## config.mk

```make
export PLATFORM = sky130hd
export DESIGN_NAME = uart_rx_deframer
export DESIGN_NICKNAME = d
export VERILOG_FILES = /design/src/rtl/uart_rx_deframer.sv
export SDC_FILE = /design/constraint.sdc
export NUM_CORES = 1
export LEC_CHECK = 0
export ABC_AREA = 1
export BUFFER_PORTS_ARGS = -buffer_cell sky130_fd_sc_hd__buf_4
export CORE_UTILIZATION = 60
export CTS_BUF_LIST = sky130_fd_sc_hd__clkbuf_16
export DETAILED_ROUTE_END_ITERATION = 6
export PLACE_DENSITY = 0.85
export SKIP_CTS_REPAIR_TIMING = 1
export SYNTH_ARGS = -nofsm -noshare
export SYNTH_HDL_FRONTEND = slang
export SYNTH_SLANG_ARGS = --single-unit
```

## constraint.sdc

```tcl
create_clock -name clk -period 3.3 [get_ports clk]
set_input_delay 0.66 -clock clk [delete_from_list [all_inputs] [get_ports clk]]
set_output_delay 0.66 -clock clk [all_outputs]
set_load 0.02 [all_outputs]
```

## src/rtl/uart_rx_deframer.sv

```systemverilog
// ---------------------------------------------------------------------------
// uart_rx_deframer
//   UART receive front end for the Trivium core. Synchronises the serial
//   line, deframes 8N1 characters (8E1 when UART_RX_PARITY_EN is defined),
//   rejects glitches, framing errors and held-low breaks, and hands clean
//   bytes to the consumer through a small valid/ready FIFO.
//
//   Optional feature macro: UART_RX_PARITY_EN (even parity bit after the
//   data bits, adds the parity_err port). Undefined by default.
//
// Ports
//   clk        system clock, rising edge
//   rst        synchronous active-high reset
//   ena        receive enable; low aborts the current frame silently
//   serial_in  asynchronous UART line, idle high
//   rx_data    byte at the FIFO head, meaningful while rx_valid=1
//   rx_valid   FIFO not empty
//   rx_ready   consumer accept; pop when rx_valid & rx_ready
//   frame_err  1-cycle pulse, stop bit sampled low
//   overrun    1-cycle pulse, good byte dropped because FIFO was full
//   parity_err 1-cycle pulse, parity mismatch (UART_RX_PARITY_EN only)
// ---------------------------------------------------------------------------
module uart_rx_deframer #(
  parameter int unsigned CLKS_PER_BIT = 10416,
  parameter int unsigned FIFO_DEPTH   = 4
) (
  input  logic       clk,
  input  logic       rst,
  input  logic       ena,
  input  logic       serial_in,
  output logic [7:0] rx_data,
  output logic       rx_valid,
  input  logic       rx_ready,
  output logic       frame_err,
`ifdef UART_RX_PARITY_EN
  output logic       overrun,
  output logic       parity_err
`else
  output logic       overrun
`endif
);

  localparam int unsigned HALF_BIT = CLKS_PER_BIT / 2;
  localparam int unsigned BAUD_W   = $clog2(CLKS_PER_BIT + 1);
  localparam int unsigned PTR_W    = (FIFO_DEPTH > 1) ? $clog2(FIFO_DEPTH) : 1;
  localparam int unsigned LVL_W    = $clog2(FIFO_DEPTH + 1);

  typedef enum logic [2:0] {
    ST_IDLE,
    ST_START,
    ST_DATA,
    ST_PARITY,
    ST_STOP,
    ST_BREAK
  } state_t;

  // -------------------------------------------------------------------------
  // Two-flop synchroniser plus a delayed copy for falling-edge detection.
  // All flops reset high so an idle line never looks like a start edge.
  // -------------------------------------------------------------------------
  logic sync1;
  logic s;
  logic s_d;

  always_ff @(posedge clk) begin
    if (rst) begin
      sync1 <= 1'b1;
      s     <= 1'b1;
      s_d   <= 1'b1;
    end else begin
      sync1 <= serial_in;
      s     <= sync1;
      s_d   <= s;
    end
  end

  // -------------------------------------------------------------------------
  // Deframing FSM. The baud counter is loaded with the number of cycles to
  // wait and the line is sampled on the cycle it reads 1, so START samples
  // mid start bit and every later sample lands one bit period further on.
  // push/push_byte are registered and committed to the FIFO one edge later.
  // -------------------------------------------------------------------------
  state_t            state;
  logic [BAUD_W-1:0] baud_cnt;
  logic [2:0]        bit_idx;
  logic [7:0]        shreg;
  logic              push;
  logic [7:0]        push_byte;
  logic              baud_done_c;
`ifdef UART_RX_PARITY_EN
  logic              par_bad;
`endif

  assign baud_done_c = (baud_cnt == BAUD_W'(1));

  always_ff @(posedge clk) begin
    if (rst) begin
      state     <= ST_IDLE;
      baud_cnt  <= '0;
      bit_idx   <= '0;
      shreg     <= '0;
      push      <= 1'b0;
      push_byte <= '0;
      frame_err <= 1'b0;
`ifdef UART_RX_PARITY_EN
      par_bad    <= 1'b0;
      parity_err <= 1'b0;
`endif
    end else begin
      push      <= 1'b0;
      frame_err <= 1'b0;
`ifdef UART_RX_PARITY_EN
      parity_err <= 1'b0;
`endif
      if (!ena) begin
        // Abort silently; the partial byte is simply forgotten.
        state    <= ST_IDLE;
        baud_cnt <= '0;
        bit_idx  <= '0;
      end else begin
        case (state)
          ST_IDLE: begin
            if (s_d && !s) begin
              state    <= ST_START;
              baud_cnt <= BAUD_W'(HALF_BIT);
            end
          end

          ST_START: begin
            if (baud_done_c) begin
              if (!s) begin
                state    <= ST_DATA;
                baud_cnt <= BAUD_W'(CLKS_PER_BIT);
                bit_idx  <= '0;
              end else begin
                // Line back high at mid start bit: a glitch, not a frame.
                state    <= ST_IDLE;
                baud_cnt <= '0;
              end
            end else begin
              baud_cnt <= baud_cnt - BAUD_W'(1);
            end
          end

          ST_DATA: begin
            if (baud_done_c) begin
              shreg[bit_idx] <= s;
              baud_cnt       <= BAUD_W'(CLKS_PER_BIT);
              if (bit_idx == 3'd7) begin
`ifdef UART_RX_PARITY_EN
                state <= ST_PARITY;
`else
                state <= ST_STOP;
`endif
              end else begin
                bit_idx <= bit_idx + 3'd1;
              end
            end else begin
              baud_cnt <= baud_cnt - BAUD_W'(1);
            end
          end

`ifdef UART_RX_PARITY_EN
          ST_PARITY: begin
            if (baud_done_c) begin
              // Even parity: the parity bit equals the XOR of the data bits.
              par_bad  <= (s != ^shreg);
              state    <= ST_STOP;
              baud_cnt <= BAUD_W'(CLKS_PER_BIT);
            end else begin
              baud_cnt <= baud_cnt - BAUD_W'(1);
            end
          end
`endif

          ST_STOP: begin
            if (baud_done_c) begin
              baud_cnt <= '0;
              if (s) begin
                state <= ST_IDLE;
`ifdef UART_RX_PARITY_EN
                if (par_bad) begin
                  parity_err <= 1'b1;
                end else begin
                  push      <= 1'b1;
                  push_byte <= shreg;
                end
`else
                push      <= 1'b1;
                push_byte <= shreg;
`endif
              end else begin
                // Framing error outranks parity: one pulse per frame.
                frame_err <= 1'b1;
                state     <= ST_BREAK;
              end
            end else begin
              baud_cnt <= baud_cnt - BAUD_W'(1);
            end
          end

          ST_BREAK: begin
            // Hold off until the line releases so a held-low line
            // cannot retrigger a frame.
            if (s) begin
              state <= ST_IDLE;
            end
          end

          default: begin
            state    <= ST_IDLE;
            baud_cnt <= '0;
          end
        endcase
      end
    end
  end

  // -------------------------------------------------------------------------
  // Output FIFO. rx_valid mirrors the registered fill level; rx_data is the
  // registered head entry, including the bypass when a byte lands in an
  // empty (or just-emptied) FIFO.
  // -------------------------------------------------------------------------
  logic [7:0]       mem [FIFO_DEPTH];
  logic [PTR_W-1:0] wr_ptr;
  logic [PTR_W-1:0] rd_ptr;
  logic [LVL_W-1:0] level;
  logic             pop_c;
  logic             full_c;
  logic             push_ok_c;
  logic             drop_c;
  logic [PTR_W-1:0] rd_ptr_n_c;
  logic [LVL_W-1:0] level_n_c;
  logic [7:0]       head_c;

  always_comb begin
    pop_c      = rx_valid & rx_ready;
    full_c     = (level == LVL_W'(FIFO_DEPTH));
    // A pop in the same cycle frees the slot a full FIFO needs.
    push_ok_c  = push & (~full_c | pop_c);
    drop_c     = push & full_c & ~pop_c;
    rd_ptr_n_c = pop_c ? (rd_ptr + PTR_W'(1)) : rd_ptr;
    level_n_c  = level + LVL_W'(push_ok_c) - LVL_W'(pop_c);
    head_c     = (push_ok_c && (wr_ptr == rd_ptr_n_c)) ? push_byte : mem[rd_ptr_n_c];
  end

  // Storage array carries no reset; emptiness is tracked by level alone.
  always_ff @(posedge clk) begin
    if (!rst && push_ok_c) begin
      mem[wr_ptr] <= push_byte;
    end
  end

  always_ff @(posedge clk) begin
    if (rst) begin
      wr_ptr   <= '0;
      rd_ptr   <= '0;
      level    <= '0;
      rx_valid <= 1'b0;
      rx_data  <= '0;
      overrun  <= 1'b0;
    end else begin
      if (push_ok_c) begin
        wr_ptr <= wr_ptr + PTR_W'(1);
      end
      rd_ptr   <= rd_ptr_n_c;
      level    <= level_n_c;
      rx_valid <= (level_n_c != '0);
      rx_data  <= head_c;
      overrun  <= drop_c;
    end
  end

endmodule

```

==> summary.txt <==
Clock tree
  • TritonCTS clock tree: yes
  • Maximum clock path buffer count: 2
  • CTS buffer count: 9
  • CTS Root Cell: clkbuf_16
  • H-tree depth: 3
  • Clock transition at path regs: roughly 0.070 ns
  • Sink Count: 90
  • Worst skew pair latency: 0.34 ns

Route
  • Residual DRC count: 0
  • DRT iter0 DRCs: around 150
  • Drt wl/cell: 13.80 µm
  • Routed Antenna Nets: 0
  • Via count: about 3.6k
  • Avg Vias per Cell: 5.388
  • Final wirelength: 9179 µm
  • Pre-Repair DR Iteration Count: 5

Logic synthesis
  • EDFF count, synth: 32
  • Mean Syn Cell Area: 8.118 µm²
  • Mapped cell area: about 0.0044 mm²
  • Sequential area share after synthesis: 0.4779
  • Post-synth net total: 563
  • Yosys top cell by area: dfxtp_1
  • Synth area leaders: dfxtp_1, edfxtp_1, nand2_1, nor2_1, inv_1
  • Async SR Flop Fraction: 0
  • Register bit total from synthesis: 90
  • Mapped Cells: 547
  • Commonest cells in the synthesized netlist: nand2_1, nor2_1, dfxtp_1
  • Distinct cell type count after synthesis: 36
  • Area share of the largest cell type after synthesis: 0.2615
  • Yosys warnings: 0
  • Commonest register cell after synthesis: dfxtp_1
  • Dominant cell by count in the synthesized netlist: nand2_1

Floorplan
  • I/O pins: 16
  • Core Box Area: about 0.0070 mm²
  • Die Span X: 88.03 µm
  • Die ar.: 0.007749 mm²
  • Starting density of the core: 0.6360
  • Die Y: about 88 µm
  • Row count: 30

Timing
  • Final WS setup: 1.084 ns
  • Fin crit share: 0.6715
  • Tightest Pin Transition: 0.7463 ns
  • Setup TNS: 0 ns
  • Final Setup Violations: 0
  • Post-layout minimum cycle time: ~2.2 ns
  • Slew margin rel.: 0.5006
  • RSZ-0062 raised after global routing: false
  • Final Max Slew Viols: 0
  • Highest Clock Rate: 0.4513 GHz
  • Hold Fails Final Rpt: 0
  • Skew final: 0.009124 ns

Critical path
  • CP max stage cell: fa_1
  • CP required: roughly 3.5 ns
  • Most common cell on crit path: inv_1
  • CP Cell Sequence: buf_4 -> nand2_2 -> nand3_1 -> nand2_1 -> ha_1 -> inv_1 -> ha_1 -> fa_1 -> inv_1 -> xor2_1 -> o31ai_1 -> inv_1
  • Worst EP arrival: 2.45 ns
  • Cell family with the largest share of critical-path delay: adder cells
  • CP peak stage delay: 0.37 ns
  • R2r startpoint: rx_valid
  • CP Capture Type: register
  • Max FO, Critical Path: 5
  • CP bufs+invs: 4
  • CP startpoint kind: input port
  • CP startpoint: rx_ready
  • Setup CP Type: input port to register

Finish
  • Area Overhead vs Synth: 10.17%
  • Layout cell share with drive strength beyond 1: 0.1494
  • Antenna cells: 0
  • Final net count: 580
  • Finished Layout Cells: 665
  • Final instance area: just under 0.005 mm²

GRT
  • Largest net degree at the start of global routing: 23
  • Remaining global-route overflow: 0
  • Gr usage total: 0.2598
  • Initial antenna violation count: 0
  • First-pass GRT wire length: 15,400 µm
  • Vias in the first global route: 3,523

Placement
  • Placed Area: ~0.0046 mm²
  • DPL Wire Length: 6216 µm
  • Placed Instances: 649
  • Pre-CTS WS: 0.7400 ns
  • Port Buffer Count: 15
  • Final Wtd Congestion: 0.8642

Worst hold path
  • Hold path start: sync1
  • Worst Hold Class: register to register

Power and ir drop
  • Psw: about 0.00085 W
  • Cell Int Power: 0.001982 W
  • Clock power frac: 0.349
  • Sequential share of power: 0.435
  • Total power: 0.002828 W
  • P_leak: between 2 and 2.5 nW
  • Combinational Power Share: 0.216
  • Worst vdd ir: 264.8 µV
  • P per Cell Area: between 500 and 600 mW/mm²
  • Switching share of power: 0.2993

Flow run
  • Max_cap viols: 0

Status
  • Status: completed
## sequential cells by signal (all words and copies together) (netlist names)
name / flops
baud_cnt: 14
bit_idx: 3
frame_err: 1
level: 3
mem: 32
overrun: 1
push: 1
push_byte: 8
rd_ptr: 2
rx_data: 8
rx_valid: 1
s: 1
s_d: 1
shreg: 8
state: 3
sync1: 1
wr_ptr: 2
## final cells by class
class | count | area [µm²]
timing repair buffer | 16 | 120.1
sequential | 90 | 2122
clock inverter | 7 | 63.81
tap | 96 | 120.1
inverter | 59 | 221.5
clock buffer | 9 | 225.2
fill | 556 | 2090
multi-input combinational | 388 | 2019
## final timing paths
| path | end | slack, ns | cells after the start |
|---|---|---|---|
| setup / recovery | rx_valid | 1.08 | 12 |
| hold / removal | s | 0.41 | 1 |
| setup reg to reg | rx_valid | 1.12 | 11 |
| hold reg to reg | s | 0.41 | 1 |
## worst register-to-register path, cell delays in order, from the launching register on
cell,delay [ns]
dfxtp_1,0.35
nand2_2,0.09
nand3_1,0.15
nand2_1,0.16
ha_1,0.31
inv_1,0.04
ha_1,0.19
fa_1,0.37
inv_1,0.07
xor2_1,0.08
o31ai_1,0.20
inv_1,0.05
## cells in the final DEF (no fill, tap or decap), types with 8 or more instances in the layout
| cell type | count |
|---|---|
| nand2_1 | 116 |
| nor2_1 | 99 |
| dfxtp_1 | 58 |
| inv_1 | 54 |
| nand3_1 | 33 |
| edfxtp_1 | 32 |
| a21oi_1 | 31 |
| o21ai_0 | 26 |
| nor2_2 | 16 |
| buf_4 | 16 |
| ha_1 | 10 |
| nand2_2 | 9 |
| clkbuf_16 | 9 |
| nand4_1 | 8 |
## metal layers
layer / global-route usage / wire length, µm / vias up
li1: - / - / 1781
met1: 0.3053 / 3879 / 1646
met2: 0.4496 / 4535 / 120
met3: 0.05278 / 456 / 36
met4: 0.1349 / 308 / 0
met5: 0 / 0 / -
## per-stage QoR
stage            util  hold slack (ns)
3_5_place_dp   0.6593           0.4017
4_1_cts        0.7007           0.4168
5_1_grt        0.7007           0.4306
6_report       0.7007           0.4119
3_3_place_gp   0.6593           0.3929
2_1_floorplan       -           0.3895
## power groups by stage
stage / clock network, W / registers [W] / logic (W)
2_1_floorplan: 0 / 0.00128 / 0.000479
3_3_place_gp: 0 / 0.00125 / 0.000580
3_5_place_dp: 0 / 0.00125 / 0.000597
4_1_cts: 0.000996 / 0.00123 / 0.000608
5_1_grt: 0.00104 / 0.00124 / 0.000689
6_report: 0.000988 / 0.00123 / 0.000611
## logic make-up (layout without fill, tap and decap cells)
kind of cell | after synthesis | in the layout | synth area share
buffers and inverters | 69 | 91 | 0.06734
adders and majority gates | 11 | 11 | 0.03269
and+or+nand+nor | 305 | 305 | 0.3218
DFF | 90 | 90 | 0.4779
xor gates and xnor gates | 10 | 10 | 0.02395
AOI/OAI and AO/OA | 62 | 62 | 0.07636
Power figures use the tool's default switching activity.
